`src/rtl/tdc_frame_sequencer_if.sv`:
```
// Capture strobe, UART byte handshake and status counters of the TDC frame sequencer.
interface tdc_frame_sequencer_if #(parameter int DATASIZE = 64);
   logic                sample_tick;
   logic [DATASIZE-1:0] sample_data;
   logic                tx_push;
   logic [7:0]          tx_byte;
   logic                tx_done;
   logic                busy;
   logic [7:0]          frame_cnt;
   logic [7:0]          overrun_cnt;

   modport master (output sample_tick, sample_data, tx_done,
                   input  tx_push, tx_byte, busy, frame_cnt, overrun_cnt);
   modport slave  (input  sample_tick, sample_data, tx_done,
                   output tx_push, tx_byte, busy, frame_cnt, overrun_cnt);
endinterface

```
`src/rtl/tdc_frame_sequencer.sv`:
```
// Wraps each TDC capture as SYNC, SEQ, data bytes (LSB first), XOR checksum and paces
// them through the UART push/done handshake, with a one-deep pending capture buffer.
//   state  | meaning
//   S_IDLE | no frame, waiting for sample_tick
//   S_SEND | push the byte selected by idx, fold it into the checksum
//   S_WAIT | hold tx_byte until the UART reports tx_done
module tdc_frame_sequencer #(
   parameter int         DATASIZE  = 64,
   parameter logic [7:0] SYNC_BYTE = 8'hA5
) (
   input logic                  clk10m,
   input logic                  rst,
   tdc_frame_sequencer_if.slave bus
);
   localparam int NBYTES = DATASIZE / 8;
   localparam int IDXW   = $clog2(NBYTES + 3);
   localparam logic [IDXW-1:0] SEQ_IDX  = IDXW'(1);
   localparam logic [IDXW-1:0] LAST_IDX = IDXW'(NBYTES + 2);

   typedef enum logic [1:0] {S_IDLE, S_SEND, S_WAIT} state_t;

   state_t              state, state_nx;
   logic [DATASIZE-1:0] active;
   logic [7:0]          seq;
   logic [DATASIZE-1:0] pend;
   logic                pend_valid;
   logic [IDXW-1:0]     idx;
   logic [7:0]          chk;
   logic [7:0]          frame_cnt_r;
   logic [7:0]          overrun_r;
   logic [7:0]          data_byte;
   logic [7:0]          cur_byte;
   logic                tick;
   logic                end_frame;

   assign tick      = bus.sample_tick;
   assign end_frame = (state == S_WAIT) && bus.tx_done && (idx == LAST_IDX);

   always_ff @(posedge clk10m or posedge rst) begin
      if (rst) state <= S_IDLE;
      else     state <= state_nx;
   end

   always_comb begin
      state_nx = state;
      case (state)
         S_IDLE: if (tick) state_nx = S_SEND;
         S_SEND: state_nx = S_WAIT;
         S_WAIT: begin
            if (bus.tx_done) begin
               if ((idx != LAST_IDX) || pend_valid || tick) state_nx = S_SEND;
               else                                         state_nx = S_IDLE;
            end
         end
         default: state_nx = S_IDLE;
      endcase
   end

   always_comb begin
      data_byte = 8'h00;
      for (int i = 0; i < NBYTES; i++) begin
         if (idx == IDXW'(i + 2)) data_byte = active[8*i +: 8];
      end
   end

   always_comb begin
      cur_byte = data_byte;
      if (idx == '0)            cur_byte = SYNC_BYTE;
      else if (idx == SEQ_IDX)  cur_byte = seq;
      else if (idx == LAST_IDX) cur_byte = chk;
   end

   // Outputs decode registered state only, so no input reaches an output combinationally.
   always_comb begin
      bus.tx_push = (state == S_SEND);
      bus.busy    = (state != S_IDLE);
      bus.tx_byte = (state == S_IDLE) ? 8'h00 : cur_byte;
   end

   assign bus.frame_cnt   = frame_cnt_r;
   assign bus.overrun_cnt = overrun_r;

   always_ff @(posedge clk10m or posedge rst) begin
      if (rst) begin
         active      <= '0;
         seq         <= '0;
         pend        <= '0;
         pend_valid  <= 1'b0;
         idx         <= '0;
         chk         <= '0;
         frame_cnt_r <= '0;
         overrun_r   <= '0;
      end else begin
         case (state)
            S_IDLE: begin
               if (tick) begin
                  active <= bus.sample_data;
                  seq    <= frame_cnt_r;
                  idx    <= '0;
                  chk    <= '0;
               end
            end
            S_SEND: begin
               if ((idx != '0) && (idx != LAST_IDX)) chk <= chk ^ cur_byte;
            end
            S_WAIT: begin
               if (bus.tx_done) begin
                  if (idx != LAST_IDX) begin
                     idx <= idx + IDXW'(1);
                  end else begin
                     // Next frame (if any) carries the count after this one completes.
                     frame_cnt_r <= frame_cnt_r + 8'd1;
                     seq         <= frame_cnt_r + 8'd1;
                     idx         <= '0;
                     chk         <= '0;
                     if (pend_valid) begin
                        active     <= pend;
                        pend_valid <= tick;
                        if (tick) pend <= bus.sample_data;
                     end else if (tick) begin
                        active <= bus.sample_data;
                     end
                  end
               end
            end
            default: ;
         endcase

         if (tick && (state != S_IDLE) && !end_frame) begin
            if (!pend_valid) begin
               pend       <= bus.sample_data;
               pend_valid <= 1'b1;
            end else if (overrun_r != 8'hFF) begin
               overrun_r <= overrun_r + 8'd1;
            end
         end
      end
   end
endmodule

```
`src/flat_wrapper.sv`:
```
// flat-port wrapper written by rule: the top's interface ports become plain ports
module tdc_frame_sequencer_flat 
#(
   parameter int         DATASIZE  = 64,
   parameter logic [7:0] SYNC_BYTE = 8'hA5
)
  (clk10m, rst, bus_sample_tick, bus_sample_data, bus_tx_done, bus_tx_push, bus_tx_byte, bus_busy, bus_frame_cnt, bus_overrun_cnt);
  tdc_frame_sequencer_if #(.DATASIZE(DATASIZE)) bus_i ();
  input logic clk10m;
  input logic rst;
  input wire logic [$bits(bus_i.sample_tick)-1:0] bus_sample_tick;
  input wire logic [$bits(bus_i.sample_data)-1:0] bus_sample_data;
  input wire logic [$bits(bus_i.tx_done)-1:0] bus_tx_done;
  output wire logic [$bits(bus_i.tx_push)-1:0] bus_tx_push;
  output wire logic [$bits(bus_i.tx_byte)-1:0] bus_tx_byte;
  output wire logic [$bits(bus_i.busy)-1:0] bus_busy;
  output wire logic [$bits(bus_i.frame_cnt)-1:0] bus_frame_cnt;
  output wire logic [$bits(bus_i.overrun_cnt)-1:0] bus_overrun_cnt;
  assign bus_i.sample_tick = bus_sample_tick;
  assign bus_i.sample_data = bus_sample_data;
  assign bus_i.tx_done = bus_tx_done;
  assign bus_tx_push = bus_i.tx_push;
  assign bus_tx_byte = bus_i.tx_byte;
  assign bus_busy = bus_i.busy;
  assign bus_frame_cnt = bus_i.frame_cnt;
  assign bus_overrun_cnt = bus_i.overrun_cnt;
  tdc_frame_sequencer #(.DATASIZE(DATASIZE), .SYNC_BYTE(SYNC_BYTE)) u_core (.clk10m(clk10m), .rst(rst), .bus(bus_i));
endmodule
```
`config.mk`:
```
export PLATFORM = sky130hd
export DESIGN_NAME = tdc_frame_sequencer_flat
export DESIGN_NICKNAME = d
export VERILOG_FILES = /design/src/rtl/tdc_frame_sequencer_if.sv /design/src/rtl/tdc_frame_sequencer.sv /design/src/flat_wrapper.sv
export SDC_FILE = /design/constraint.sdc
export NUM_CORES = 1
export LEC_CHECK = 0
export BUFFER_PORTS_ARGS = -buffer_cell sky130_fd_sc_hd__buf_2
export CAP_MARGIN = 20
export CORE_MARGIN = 3
export CORE_UTILIZATION = 63
export DETAILED_ROUTE_END_ITERATION = 8
export GPL_ROUTABILITY_DRIVEN = 0
export GPL_TIMING_DRIVEN = 0
export PLACE_DENSITY = 0.93
export SLEW_MARGIN = 20
export SYNTH_ARGS = -nofsm -noshare
export SYNTH_HDL_FRONTEND = slang
export SYNTH_SLANG_ARGS = --single-unit
```
`constraint.sdc`:
```
create_clock -name clk10m -period 8.55 [get_ports clk10m]
set_input_delay 1.71 -clock clk10m [delete_from_list [all_inputs] [get_ports clk10m]]
set_output_delay 1.71 -clock clk10m [all_outputs]
set_load 0.05 [all_outputs]
```
Word level (Yosys, flattened, before mapping)
Cells that the tools add are included.
{"block": "word_totals", "reg_bits": 167, "latch_bits": 0, "mem_bits_rw": 0, "mem_bits_ro": 0, "input_bits": 68, "memories": 0}
{"block": "op_classes", "add_sub_neg": 3, "n_mul": 0, "n_div": 0, "order_cmp": 0, "eq_ne": 18, "shifts": 0, "muxes": 47, "bitwise_logic": 2, "reduce_logical": 21}
{"operator": "64-bit two-way mux", "count": 11}
{"operator": "8-bit two-way mux", "count": 19}
{"operator": "64-bit case mux with 2 select lines", "count": 1}
{"operator": "8-bit case mux with 3 select lines", "count": 1}
{"operator": "8-bit by 1-bit adder with 8-bit output, second input constant", "count": 2}
{"operator": "4-bit by 3-bit equality test with 1-bit output, second input constant", "count": 4}
{"operator": "8-bit case mux with 2 select lines", "count": 1}
{"operator": "4-bit equality test, second input constant", "count": 3}
{"operator": "4-bit two-way mux", "count": 3}
{"operator": "3-bit AND reduction", "count": 4}
{"operator": "4-bit by 2-bit equality test with 1-bit output, second input constant", "count": 2}
{"operator": "8-bit inequality test, second input constant", "count": 1}
{"operator": "4-bit case mux with 2 select lines", "count": 1}
{"operator": "8-bit bitwise XOR", "count": 1}
{"operator": "1-bit two-way mux", "count": 7}
{"operator": "2-bit inequality test, second input constant", "count": 3}
{"operator": "2-bit case mux with 3 select lines", "count": 1}
{"operator": "1-bit logical AND", "count": 5}
{"operator": "5-bit AND reduction", "count": 1}
{"operator": "4-bit by 1-bit adder with 4-bit output, second input constant", "count": 1}
{"operator": "4-bit by 1-bit equality test with 1-bit output, second input constant", "count": 1}
{"operator": "4-bit logical NOT", "count": 1}
{"operator": "2-bit two-way mux", "count": 2}
{"operator": "4-bit inequality test, second input constant", "count": 1}
{"operator": "other kinds (12)", "count": 14}

Depth between registers and ports, before layout
Gate-level depths: netlist of run 1.
{"block": "depth", "depth_word": 15, "depth_mapped": 10, "depth_no_buf": 6}

Least setup slack after synthesis of run 1
No wires, ideal clock.
{"block": "synth_timing", "kind": "flip-flop to output port", "from": "register u_core.idx[0]", "to": "output port bus_tx_byte[0]", "arrival_time_ns": 2.473, "required_ns": 6.840, "setup_slack_ns": 4.367, "path_stages_with_launch": 9, "path_buffers": 2, "path_cell_list": "dfrtp_1 buf_4 buf_6 nor3b_4 a211oi_1 or4_1 a32oi_1 nor2_1 a21oi_1"}
{"block": "synth_between", "elab_chain_cells": 13}
{"item": "start, declared", "line_no": "tdc_frame_sequencer.sv:27", "text": "logic [IDXW-1:0] idx;"}
{"item": "start signal, assigned", "line_no": "tdc_frame_sequencer.sv:109", "text": "idx <= idx + IDXW'(1);"}
{"item": "4-bit by 2-bit equality test with 1-bit output", "line_no": "tdc_frame_sequencer.sv:62", "text": "if (idx == IDXW'(i + 2)) data_byte = active[8*i +: 8];"}
{"item": "8-bit two-way mux (8 in series)", "line_no": "tdc_frame_sequencer.sv:62"}
{"item": "8-bit two-way mux", "line_no": "tdc_frame_sequencer.sv:70", "text": "else if (idx == LAST_IDX) cur_byte = chk;"}
{"item": "8-bit two-way mux", "line_no": "tdc_frame_sequencer.sv:69", "text": "else if (idx == SEQ_IDX) cur_byte = seq;"}
{"item": "8-bit two-way mux *", "line_no": "tdc_frame_sequencer.sv:68", "text": "if (idx == '0) cur_byte = SYNC_BYTE;"}
{"item": "8-bit two-way mux *", "line_no": "tdc_frame_sequencer.sv:77", "text": "bus.tx_byte = (state == S_IDLE) ? 8'h00 : cur_byte;"}
{"item": "end, declared", "line_no": "flat_wrapper.sv:15", "text": "output wire logic [$bits(bus_i.tx_byte)-1:0] bus_tx_byte;"}
Every way passes the cells marked *; elsewhere a longest branch is shown, timed or not.

Final worst setup path of run 1
{"block": "layout_timing", "from": "register u_core.idx[0]", "to": "output port bus_tx_byte[2]"}
The elaborated chain is that of the path after synthesis.

==> summary.md, run 1 <==
| Metric | Value |
|---|---|
| Static Leak | `4.02 nW` |
| Boundary Pins | `94` |
| Clock-pin slew reported for the worst setup and hold paths after clock tree synthesis | `0.07 ns` |
| Number of buffers between clock root and the deepest sink | `2` |
| Relative area change from synthesis to final layout | `15.5%` |
| Combined global-route utilization of all metal layers | `0.308` |
| Final worst clock skew | `0.00943 ns` |
| Syn Inst Count | `790` |
| Share of flip-flops with an asynchronous set or reset | `1.00` |
| Clock tree root buffer cell | `sky130_fd_sc_hd__clkbuf_16` |
| Number of buffers added for setup after CTS | `0` |
| Count of distinct cell types in the synthesized netlist | `63` |
| # H-tree levels | `4` |
| Filler instances | `846` |
| Crit share post-route | `0.560` |
| # rows | `40` |
| Post-CTS Hold Fix Bufs | `0` |
| # setup viols final | `0` |
| Count of pins over their slew limit | `0` |
| Run status | `completed` |
| Number of hold-slack violations in the final timing report | `0` |
| Number of register bits inferred by synthesis | `167` |
| Count of input and output buffers | `92` |
| Crit path launch type | `register` |
| Mean routed wirelength per cell | `20.0 um` |
| Drc violations | `0` |
| Pre-Repair DR Iteration Count | `6` |
| Transition time of the tightest slew-check pin | `1.06 ns` |
| Element type at the critical path end | `primary output` |
| Via count of the first global-routing pass | `6,876` |
| Y dimension of the die | `120 um` |
| Critical setup path kind | `register to primary output` |
| Die outline width | `120 um` |
| Sequential cell area | `4180 sq um` |
| Overall via count from detail_route | `7,029` |
| Core footprint | `12,300 sq um` |
| Pin count of the biggest net entering global routing | `95` |
| Placed wire-length estimate after detailed placement | `14,900 um` |
| Cell area after synthesis | `8140 sq um` |
| Sum Neg Setup Slack | `0 ns` |
| Clock tree from TritonCTS | `yes` |
| Number of enable flip-flop cells after synthesis | `0` |
| Largest fanout on the critical path | `10` |
| Syn Area/Cell | `10.3 sq um` |
| Max-Slew Margin vs Limit | `0.293` |
| Starting density of the core | `0.661` |
| Detail Route Antenna Nets | `0` |
| Worst skew pair latency | `0.43 ns` |
| Number of design-rule violations left by the first detailed-router iteration | `887` |
| Gates resized, CTS repair | `0` |
| Global-route wire length before repair | `34,600 um` |
| Fraction of layout cells with a size suffix above 1 | `0.254` |
| Share of synthesized area occupied by flip-flops and latches | `0.514` |
| Number of warnings issued by yosys | `0` |
| Required time at the worst-slack endpoint | `6.84 ns` |
| Number of antenna repair diodes | `0` |
| Peak ir drop on the vdd network | `0.203 mV` |
| Die area | `14,300 sq um` |
| CTS Buf Count | `17` |
| Maximum frequency from static timing analysis | `0.209 GHz` |
| Total global routing overflow | `0` |
| RSZ-0062 raised after global routing | `false` |
| Post-detailed-route via-to-cell ratio | `6.50` |
| Final wirelength | `21,700 um` |
| Antenna violations before repair | `0` |
| Time the worst path needs with I/O delays and setup | `4.79 ns` |
| Worst min-delay path category | `register to register` |
| Synth Net Count | `860` |
| Overall Power | `3.40 mW` |
| Power density cells | `362 nW/um^2` |
| Arrival time worst endpoint | `3.08 ns` |
| Leading register cell type out of synthesis | `sky130_fd_sc_hd__dfrtp_1` |
| Clock sink count | `167` |
| Max-cap violation count | `0` |
| Area of the multi-input gates | `3570 sq um` |
| Net count, final | `972` |
[state kept, by name, indices dropped and copies added, names as in the netlist]
name                    count
u_core.bus.overrun_cnt      8
u_core.state                2
u_core.bus.frame_cnt        8
u_core.active              64
u_core.pend_valid           1
u_core.chk                  8
u_core.pend                64
u_core.idx                  4
u_core.seq                  8
[cells in the final DEF (no fill, tap or decap), types with 5 or more instances in the layout]
cell,count
sky130_fd_sc_hd__nor3_1,6
sky130_fd_sc_hd__mux2i_1,5
sky130_fd_sc_hd__nor2_1,113
sky130_fd_sc_hd__a22oi_1,11
sky130_fd_sc_hd__buf_6,13
sky130_fd_sc_hd__nand2_1,35
sky130_fd_sc_hd__a21oi_1,86
sky130_fd_sc_hd__a32oi_1,5
sky130_fd_sc_hd__or3_1,10
sky130_fd_sc_hd__a31oi_1,6
sky130_fd_sc_hd__a211oi_1,10
sky130_fd_sc_hd__nand3_1,11
sky130_fd_sc_hd__nor2b_1,5
sky130_fd_sc_hd__a211o_1,5
sky130_fd_sc_hd__dfrtp_1,167
sky130_fd_sc_hd__o21ai_0,22
sky130_fd_sc_hd__or4_1,8
sky130_fd_sc_hd__xor2_1,7
sky130_fd_sc_hd__clkbuf_1,28
sky130_fd_sc_hd__clkbuf_16,17
sky130_fd_sc_hd__inv_1,7
sky130_fd_sc_hd__clkinvlp_4,6
sky130_fd_sc_hd__mux2_2,66
sky130_fd_sc_hd__o22ai_1,65
sky130_fd_sc_hd__buf_2,109
sky130_fd_sc_hd__xnor2_1,15
[synth_stat cells (13+ instances only)]
cell | number | area share
sky130_fd_sc_hd__buf_2 | 17 | 0.010
sky130_fd_sc_hd__clkbuf_1 | 28 | 0.013
sky130_fd_sc_hd__buf_6 | 13 | 0.018
sky130_fd_sc_hd__nor2_1 | 113 | 0.052
sky130_fd_sc_hd__o22ai_1 | 65 | 0.050
sky130_fd_sc_hd__o21ai_0 | 22 | 0.014
sky130_fd_sc_hd__a21oi_1 | 86 | 0.053
sky130_fd_sc_hd__nand2_1 | 35 | 0.016
sky130_fd_sc_hd__xnor2_1 | 15 | 0.016
sky130_fd_sc_hd__dfrtp_1 | 167 | 0.51
sky130_fd_sc_hd__mux2_2 | 66 | 0.091
[final timing paths]
kind | from | to | slack [ns] | cells past startpoint
min in group asynchronous | rst | u_core.pend[36]$_DFF_PP0_ | 1.36 | 2
max in group asynchronous | rst | u_core.pend[55]$_DFF_PP0_ | 6.35 | 3
worst max-delay path | u_core.idx[0]$_DFFE_PP0P_ | bus_tx_byte[2] | 3.76 | 9
worst max register to register | u_core.idx[0]$_DFFE_PP0P_ | u_core.active[15]$_DFFE_PP0P_ | 5.85 | 6
worst min-delay path | u_core.bus.overrun_cnt[5]$_DFFE_PP0P_ | u_core.bus.overrun_cnt[5]$_DFFE_PP0P_ | 0.49 | 1
worst min register to register | u_core.bus.overrun_cnt[5]$_DFFE_PP0P_ | u_core.bus.overrun_cnt[5]$_DFFE_PP0P_ | 0.49 | 1
[critical path: stages, from the launching register on]
cell                       delay (ns)
sky130_fd_sc_hd__dfrtp_1         0.38
sky130_fd_sc_hd__buf_4           0.18
sky130_fd_sc_hd__buf_6           0.15
sky130_fd_sc_hd__nor2_1          0.41
sky130_fd_sc_hd__a211oi_1        0.16
sky130_fd_sc_hd__or4_1           0.44
sky130_fd_sc_hd__a32oi_1         0.36
sky130_fd_sc_hd__nor2_1          0.13
sky130_fd_sc_hd__a21oi_1         0.17
sky130_fd_sc_hd__buf_2           0.28
[cells by family (layout without fill, tap and decap cells)]
family | Yosys count | in the layout | synth area share
compound gates | 235 | 235 | 0.179
xor+xnor | 22 | 22 | 0.0237
fa+ha+maj | 2 | 2 | 0.00308
buf+inv | 69 | 193 | 0.0474
flops | 167 | 167 | 0.514
mux | 75 | 75 | 0.103
simple gates | 220 | 220 | 0.130
[per-layer routing]
layer,vias up,share of wire,track usage
li1,3111,-,-
met2,449,0.47,0.489
met3,76,0.10,0.0886
met1,3393,0.39,0.399
met4,0,0.037,0.130
met5,-,0,0
[layout make-up]
type,count,share of cell area
plain buffers,60,0.0374
clock buffers,18,0.0467
clock inverters,13,0.0128
inverters,9,0.00439
multi-input cells,554,0.380
flip-flops and latches,167,0.445
well taps,168,0.0224
repair buffers,93,0.0519
[where the power goes]
part / switching [mW] / internal, mW / total [mW] / leakage (nW)
logic: 0.853 / 0.484 / 1.34 / 1.79
registers: 0.233 / 1.10 / 1.34 / 1.97
clock network: 0.322 / 0.408 / 0.731 / 0.258
[per-stage QoR]
stage | std cells | utilization | hold WS, ns | setup slack (ns) | instance area (sq um)
final | 1082 | 0.764 | 0.485 | 3.76 | 9400
after global routing | 1082 | 0.764 | 0.513 | 3.74 | 9400
after CTS | 1082 | 0.764 | 0.493 | 3.85 | 9400
after detailed placement | 1051 | 0.718 | 0.482 | 4.32 | 8840
after global placement | 1050 | 0.715 | 0.471 | 0.651 | 8810
after floorplan | 790 | - | 0.450 | 2.32 | 8140
Note: power is estimated with default switching activity, not from simulation.
==> run 2, diff against run 1 <==
Settings changed: CORE_UTILIZATION 63 to 59, PLACE_DENSITY 0.93 to 0.88.
Clock period 8.55 ns to 4.8 ns, I/O delays scaled along.
==> run 2 against run 1 <==
  * Utilization down 5.0 points
  * Critical path type unchanged
  * Wire length is 1.1% lower
  * Sequential share of layout area is 0.58 points lower
  * Critical endpoint unchanged
==> summary.md, run 2 (synthesis gave the netlist of run 1 again) <==
| Metric | Value |
|---|---|
| Pin count of the biggest net entering global routing | `35` |
| Count of input and output buffers | `92` |
| Number of buffers between clock root and the deepest sink | `2` |
| CP max stage delay | `0.47 ns` |
| Worst hold path depth | `1` |
| Setup WS post-layout | `0.823 ns` |
| Global-route wire length before repair | `34,700 um` |
| Gates resized, CTS repair | `0` |
| Relative area change from synthesis to final layout | `17.1%` |
| Net count, final | `976` |
| Clock tree root buffer cell | `sky130_fd_sc_hd__clkbuf_16` |
| Worst min-delay path category | `register to register` |
| Overall via count from detail_route | `6,867` |
| RSZ-0062 raised after global routing | `false` |
| Drc violations | `0` |
| Die outline width | `123 um` |
| Number of design-rule violations left by the first detailed-router iteration | `750` |
| Regs by FF count | `u_core.active (64), u_core.pend (64)` |
| Sum Neg Setup Slack | `0 ns` |
| Count of pins over their slew limit | `0` |
| Post-detailed-route via-to-cell ratio | `6.27` |
| Die area | `15,200 sq um` |
| CTS Buf Count | `17` |
| Via count of the first global-routing pass | `6,824` |
| Number of hold-slack violations in the final timing report | `0` |
| Fin util | `0.714` |
| Sequential cell area | `4180 sq um` |
| Critical setup path kind | `register to primary output` |
| Final worst clock skew | `0.00660 ns` |
| Endpoint of the worst hold path | `u_core.bus.overrun_cnt[5]$_DFFE_PP0P_` |
| Most used cells in the layout excluding fill and tap cells | `sky130_fd_sc_hd__dfrtp_1 (167), sky130_fd_sc_hd__nor2_1 (113), sky130_fd_sc_hd__buf_2 (109)` |
| Max-Slew Margin vs Limit | `0.287` |
| Largest fanout on the critical path | `10` |
| Placement-stage worst setup slack | `1.39 ns` |
| Worst Reg-to-Reg Cells | `6` |
| Clock sink count | `167` |
| Post-CTS Hold Fix Bufs | `0` |
| Number of antenna repair diodes | `0` |
| Pre-Repair DR Iteration Count | `5` |
| Clock tree from TritonCTS | `yes` |
| Worst-case register-to-register setup slack | `2.14 ns` |
| # setup viols final | `0` |
| Starting density of the core | `0.609` |
| Detail Route Antenna Nets | `0` |
| Filler instances | `991` |
| Area of the multi-input gates | `3570 sq um` |
| Number of buffers added for setup after CTS | `0` |
| Core footprint | `13,300 sq um` |
| Run status | `completed` |
| Mean routed wirelength per cell | `19.6 um` |
| Worst skew pair latency | `0.43 ns` |
| Power density cells | `644 nW/um^2` |
| Most common library cell in the layout ignoring fill and taps | `sky130_fd_sc_hd__dfrtp_1` |
| Final wirelength | `21,400 um` |
| Max-cap violation count | `0` |
| # H-tree levels | `4` |
| Combined global-route utilization of all metal layers | `0.296` |
| Startpoint of the worst register-to-register path | `u_core.idx[0]$_DFFE_PP0P_` |
| CP dominant cell by count | `sky130_fd_sc_hd__nor2_1` |
| Element type at the critical path end | `primary output` |
| Summed area of non-filler cells in the final layout | `9530 sq um` |
| Antenna violations before repair | `0` |
| RR Endpoint | `u_core.active[7]$_DFFE_PP0P_` |
| Placed wire-length estimate after detailed placement | `15,000 um` |
| Critical-path cell with the highest stage delay | `sky130_fd_sc_hd__or4_1` |
| Total global routing overflow | `0` |
| Dpl cell area | `8920 sq um` |
| Boundary Pins | `94` |
| Time the worst path needs with I/O delays and setup | `3.98 ns` |
| Arrival time worst endpoint | `3.02 ns` |
| Transition time of the tightest slew-check pin | `1.07 ns` |
| Y dimension of the die | `123 um` |
| Crit path launch type | `register` |
| Peak ir drop on the vdd network | `0.342 mV` |
| Hold Startpoint | `u_core.bus.overrun_cnt[5]$_DFFE_PP0P_` |
| Fraction of layout cells with a size suffix above 1 | `0.255` |
| Required time at the worst-slack endpoint | `3.84 ns` |
| # rows | `42` |
| Crit share post-route | `0.829` |
| Static Leak | `4.09 nW` |
| Clock-pin slew reported for the worst setup and hold paths after clock tree synthesis | `0.06 ns` |
| Critical Path, Cell by Cell | `buf_4 -> buf_6 -> nor2_1 -> a211oi_1 -> or4_1 -> a32oi_1 -> nor2_1 -> a21oi_1 -> buf_2` |
| Maximum frequency from static timing analysis | `0.251 GHz` |
[run 2: cell types whose count changed in the layout (fill, tap and decap cells not counted), moves of 3 or more]
cell	previous run	this run
sky130_fd_sc_hd__buf_12	0	5
sky130_fd_sc_hd__clkinvlp_4	6	2
sky130_fd_sc_hd__clkbuf_1	28	31
sky130_fd_sc_hd__inv_6	4	1
sky130_fd_sc_hd__clkbuf_8	1	6
[run 2: per-stage QoR]
step	hold slack, ns	power, mW	instances
global route	0.517	6.48	1095
detailed placement	0.485	4.66	1063
finish	0.493	6.13	1095
CTS	0.497	6.09	1095
floorplan	0.450	3.97	790
global placement	0.471	4.53	1058
[run 2: cell type report]
type | count | area share
sequential | 167 | 0.439
multi-input combinational | 554 | 0.375
timing repair buffer | 97 | 0.0588
clock buffer | 26 | 0.0545
buffer | 60 | 0.0369
tap | 176 | 0.0231
clock inverter | 6 | 0.00906
inverter | 9 | 0.00394
[run 2: worst max path at each step]
stage | cells past startpoint | endpoint | start | slack (ns)
finish | 9 | bus_tx_byte[2] | u_core.idx[0]$_DFFE_PP0P_ | 0.82
global placement | 2 | u_core.pend[55]$_DFF_PP0_ | rst | 0.74
CTS | 9 | bus_tx_byte[2] | u_core.idx[0]$_DFFE_PP0P_ | 0.89
floorplan | 8 | bus_tx_byte[0] | u_core.idx[0]$_DFFE_PP0P_ | 1.37
detailed placement | 9 | bus_tx_byte[2] | u_core.idx[0]$_DFFE_PP0P_ | 1.39
global route | 9 | bus_tx_byte[2] | u_core.idx[0]$_DFFE_PP0P_ | 0.67
[run 2: where the power goes]
| part | internal [mW] | switching (mW) |
|---|---|---|
| registers | 1.97 | 0.416 |
| clock network | 0.850 | 0.542 |
| logic | 0.868 | 1.49 |
| total | 3.68 | 2.45 |
[run 2: worst max-delay path, delay by kind of cell (launching register included)]
| kind | cells | cell delay, ns |
|---|---|---|
| AND/OR/NAND/NOR | 3 | 0.94 |
| AO/OA/AOI/OAI | 3 | 0.67 |
| flip-flops | 1 | 0.37 |
| buffers and inverters | 3 | 0.61 |
[run 2: layer usage]
metal  global-route usage  wire [um]  vias to the layer above
met5                    0          0                        -
met2                0.468      10100                      352
met3               0.0659       1970                       67
met4                0.128        710                        0
li1                     -          -                     3117
met1                0.396       8600                     3331
==> run 3, diff against run 2 <==
Settings changed: ABC_AREA from default to 1, CORE_UTILIZATION 59 to 54, PLACE_DENSITY 0.88 to 0.85.
Clock period 4.8 ns to 3.3 ns, I/O delays scaled along.
==> run 3 against run 2 <==
  * Count of clock-buffer cells in the layout is 6 lower
  * Final area grew 7.3%
  * Critical endpoint is now bus_tx_byte[1]
  * Largest cell class unchanged
  * Critical path type unchanged
  * Synthesized area rose by 7.7%
==> summary.md, run 3 <==
| Metric | Value |
|---|---|
| Run status | `completed` |
| Placed wire-length estimate after detailed placement | `16,400 um` |
| Cell taking the most area after synthesis | `sky130_fd_sc_hd__dfrtp_1` |
| Clock sink count | `167` |
| Number of buffers added for setup after CTS | `0` |
| Relative area change from synthesis to final layout | `16.6%` |
| Total global routing overflow | `0` |
| Area share of the largest cell type after synthesis | `0.477` |
| Number of antenna repair diodes | `0` |
| Syn Area/Cell | `8.58 sq um` |
| Die area | `17,800 sq um` |
| Number of warnings issued by yosys | `0` |
| Overall via count from detail_route | `7,637` |
| Critical Path, Cell by Cell | `nor2_1 -> nand2_1 -> nor2_1 -> nor2_1 -> nand2_1 -> nand2_1 -> nand3_1 -> nand2_1 -> nand2_1 -> nand2_1 -> nor2_1 -> buf_2` |
| Number of hold-slack violations in the final timing report | `0` |
| Crit path launch type | `register` |
| Final worst clock skew | `0.0154 ns` |
| Pre-Repair DR Iteration Count | `5` |
| RSZ-0062 raised after global routing | `false` |
| Crit share post-route | `0.937` |
| Critical-path cell with the highest stage delay | `sky130_fd_sc_hd__dfrtp_1` |
| Detail Route Antenna Nets | `0` |
| Startpoint of the worst register-to-register path | `u_core.idx[2]$_DFFE_PP0P_` |
| Share of synthesized area occupied by flip-flops and latches | `0.477` |
| Syn Inst Count | `1,021` |
| # setup viols final | `0` |
| Cell area after synthesis | `8760 sq um` |
| # H-tree levels | `4` |
| Clock-pin slew reported for the worst setup and hold paths after clock tree synthesis | `0.06 ns` |
| Most common cell in the netlist | `sky130_fd_sc_hd__o21ai_0` |
| Worst min-delay path category | `input port to async pin` |
| Number of design-rule violations left by the first detailed-router iteration | `711` |
| Fraction of layout cells with a size suffix above 1 | `0.198` |
| # rows | `45` |
| Most used cells in the layout excluding fill and tap cells | `sky130_fd_sc_hd__o21ai_0 (199), sky130_fd_sc_hd__nand2_1 (194), sky130_fd_sc_hd__dfrtp_1 (167)` |
| CTS Buf Count | `17` |
| Placement-stage worst setup slack | `0.392 ns` |
| CP dominant cell by count | `sky130_fd_sc_hd__nand2_1` |
| Clock tree root buffer cell | `sky130_fd_sc_hd__clkbuf_16` |
| Static Leak | `4.86 nW` |
| Sum Neg Setup Slack | `0 ns` |
| Regs by FF count | `u_core.active (64), u_core.pend (64)` |
| RR Endpoint | `u_core.active[13]$_DFFE_PP0P_` |
| Final wirelength | `22,900 um` |
| Post-detailed-route via-to-cell ratio | `5.62` |
| Starting density of the core | `0.564` |
| Worst setup path startpoint | `u_core.idx[0]$_DFFE_PP0P_` |
| Y dimension of the die | `133 um` |
| Maximum frequency from static timing analysis | `0.324 GHz` |
| Required time at the worst-slack endpoint | `2.64 ns` |
| Combined global-route utilization of all metal layers | `0.263` |
| Power density cells | `918 nW/um^2` |
| Time the worst path needs with I/O delays and setup | `3.09 ns` |
| Via count of the first global-routing pass | `7,460` |
| Transition time of the tightest slew-check pin | `0.672 ns` |
| Most common library cell in the layout ignoring fill and taps | `sky130_fd_sc_hd__o21ai_0` |
| Number of buffers between clock root and the deepest sink | `2` |
| Worst Reg-to-Reg Cells | `11` |
| Mean routed wirelength per cell | `16.8 um` |
| Boundary Pins | `94` |
| Critical setup path kind | `register to primary output` |
| Largest fanout on the critical path | `7` |
| Die outline width | `133 um` |
| Worst-case register-to-register setup slack | `0.87 ns` |
| Fin util | `0.658` |
| Post-synth top cells | `sky130_fd_sc_hd__o21ai_0 (199), sky130_fd_sc_hd__nand2_1 (194), sky130_fd_sc_hd__dfrtp_1 (167)` |
| Capture point of the worst path | `bus_tx_byte[1]` |
| Count of input and output buffers | `93` |
| Drc violations | `0` |
| Synth Net Count | `1,091` |
| Leading post-synthesis cells by cell area | `sky130_fd_sc_hd__dfrtp_1 (48%), sky130_fd_sc_hd__o21ai_0 (11%), sky130_fd_sc_hd__mux2_4 (10%)` |
| Number of register bits inferred by synthesis | `167` |
| Core footprint | `15,500 sq um` |
| Count of distinct cell types in the synthesized netlist | `35` |
| Arrival time worst endpoint | `2.43 ns` |
| Max-cap violation count | `0` |
| Antenna violations before repair | `0` |
| Element type at the critical path end | `primary output` |
| Worst skew pair latency | `0.44 ns` |
| Net count, final | `1,208` |
| Clock tree from TritonCTS | `yes` |
| Share of flip-flops with an asynchronous set or reset | `1.00` |
| Max-Slew Margin vs Limit | `0.551` |
| Number of enable flip-flop cells after synthesis | `0` |
| Leading register cell type out of synthesis | `sky130_fd_sc_hd__dfrtp_1` |
| Setup WS post-layout | `0.209 ns` |
| Global-route wire length before repair | `37,600 um` |
| Overall Power | `9.38 mW` |
| CP max stage delay | `0.44 ns` |
| Peak ir drop on the vdd network | `0.711 mV` |
| Pin count of the biggest net entering global routing | `36` |
| Count of pins over their slew limit | `0` |
run 3: cell types whose count changed after synthesis, sizes merged, moves of 11 or more:
| cell | change |
|---|---|
| a21oi | -69 |
| a22oi | -11 |
| buf | -18 |
| clkbuf | +11 |
| inv | +59 |
| nand2 | +161 |
| nand3 | +17 |
| nand4 | +11 |
| nor2 | +47 |
| o211ai | +18 |
| o21ai | +177 |
| o22ai | -65 |
| xnor2 | -12 |
run 3: power by group:
group	switching, mW	internal (mW)	total (mW)
sequential	0.601	2.79	3.39
clock	0.798	1.23	2.03
combinational	2.68	1.28	3.96
run 3: cell type report:
cell class / count / area [sq um]
Fill cell: 1266 / 5320
Inverter: 67 / 255
Clock inverter: 10 / 128
Tap cell: 211 / 264
Buffer: 53 / 251
Multi-Input combinational cell: 734 / 4100
Clock buffer: 20 / 467
Sequential cell: 167 / 4180
Timing Repair Buffer: 98 / 573
run 3: stage by stage:
step | hold slack [ns] | instance area [sq um] | instances
after detailed placement | 0.478 | 9600 | 1330
after CTS | 0.333 | 10200 | 1360
after floorplan | 0.453 | 8770 | 1021
final | 0.322 | 10200 | 1360
after global routing | 0.345 | 10200 | 1360
after global placement | 0.465 | 9500 | 1325
run 3: layer usage:
metal	wire, um	vias up	GRT usage	part of all wire
met4	612	0	0.0777	0.027
met2	11000	319	0.432	0.48
met3	1650	58	0.0619	0.072
met1	9640	3646	0.351	0.42
met5	0	-	0	0
li1	-	3614	-	-
run 3: worst min path at each step:
stage	start	to	cells after the start
4_1_cts	rst	u_core.active[32]$_DFFE_PP0P_	2
5_1_grt	rst	u_core.pend[30]$_DFF_PP0_	2
3_5_place_dp	u_core.active[28]$_DFFE_PP0P_	u_core.active[28]$_DFFE_PP0P_	2
6_report	rst	u_core.pend[36]$_DFF_PP0_	2
2_1_floorplan	u_core.active[16]$_DFFE_PP0P_	u_core.active[16]$_DFFE_PP0P_	2
3_3_place_gp	u_core.active[43]$_DFFE_PP0P_	u_core.active[43]$_DFFE_PP0P_	2
run 3: worst max-delay path: cells and delay by family, from the launching register on:
family,cells,cell delay (ns)
buffers and inverters,1,0.28
flip-flops,1,0.44
AND/OR/NAND/NOR,11,1.29
run 3: repair_timing:
action,CTS,global route
resized for setup,1,8
endpoints found under the setup margin,4,8
hold buffers,0,0
run 3: cell families (layout without fill, tap and decap cells):
kind of cell             Yosys count  in the layout  synth area share
XOR/XNOR                          15             15            0.0150
adder cells (fa/ha/maj)            2              2           0.00286
multiplexers                      65             65             0.109
buffers and inverters            120            248            0.0573
flip-flops                       167            167             0.477
AND/OR/NAND/NOR                  409            409             0.191
AO/OA/AOI/OAI                    243            243             0.148
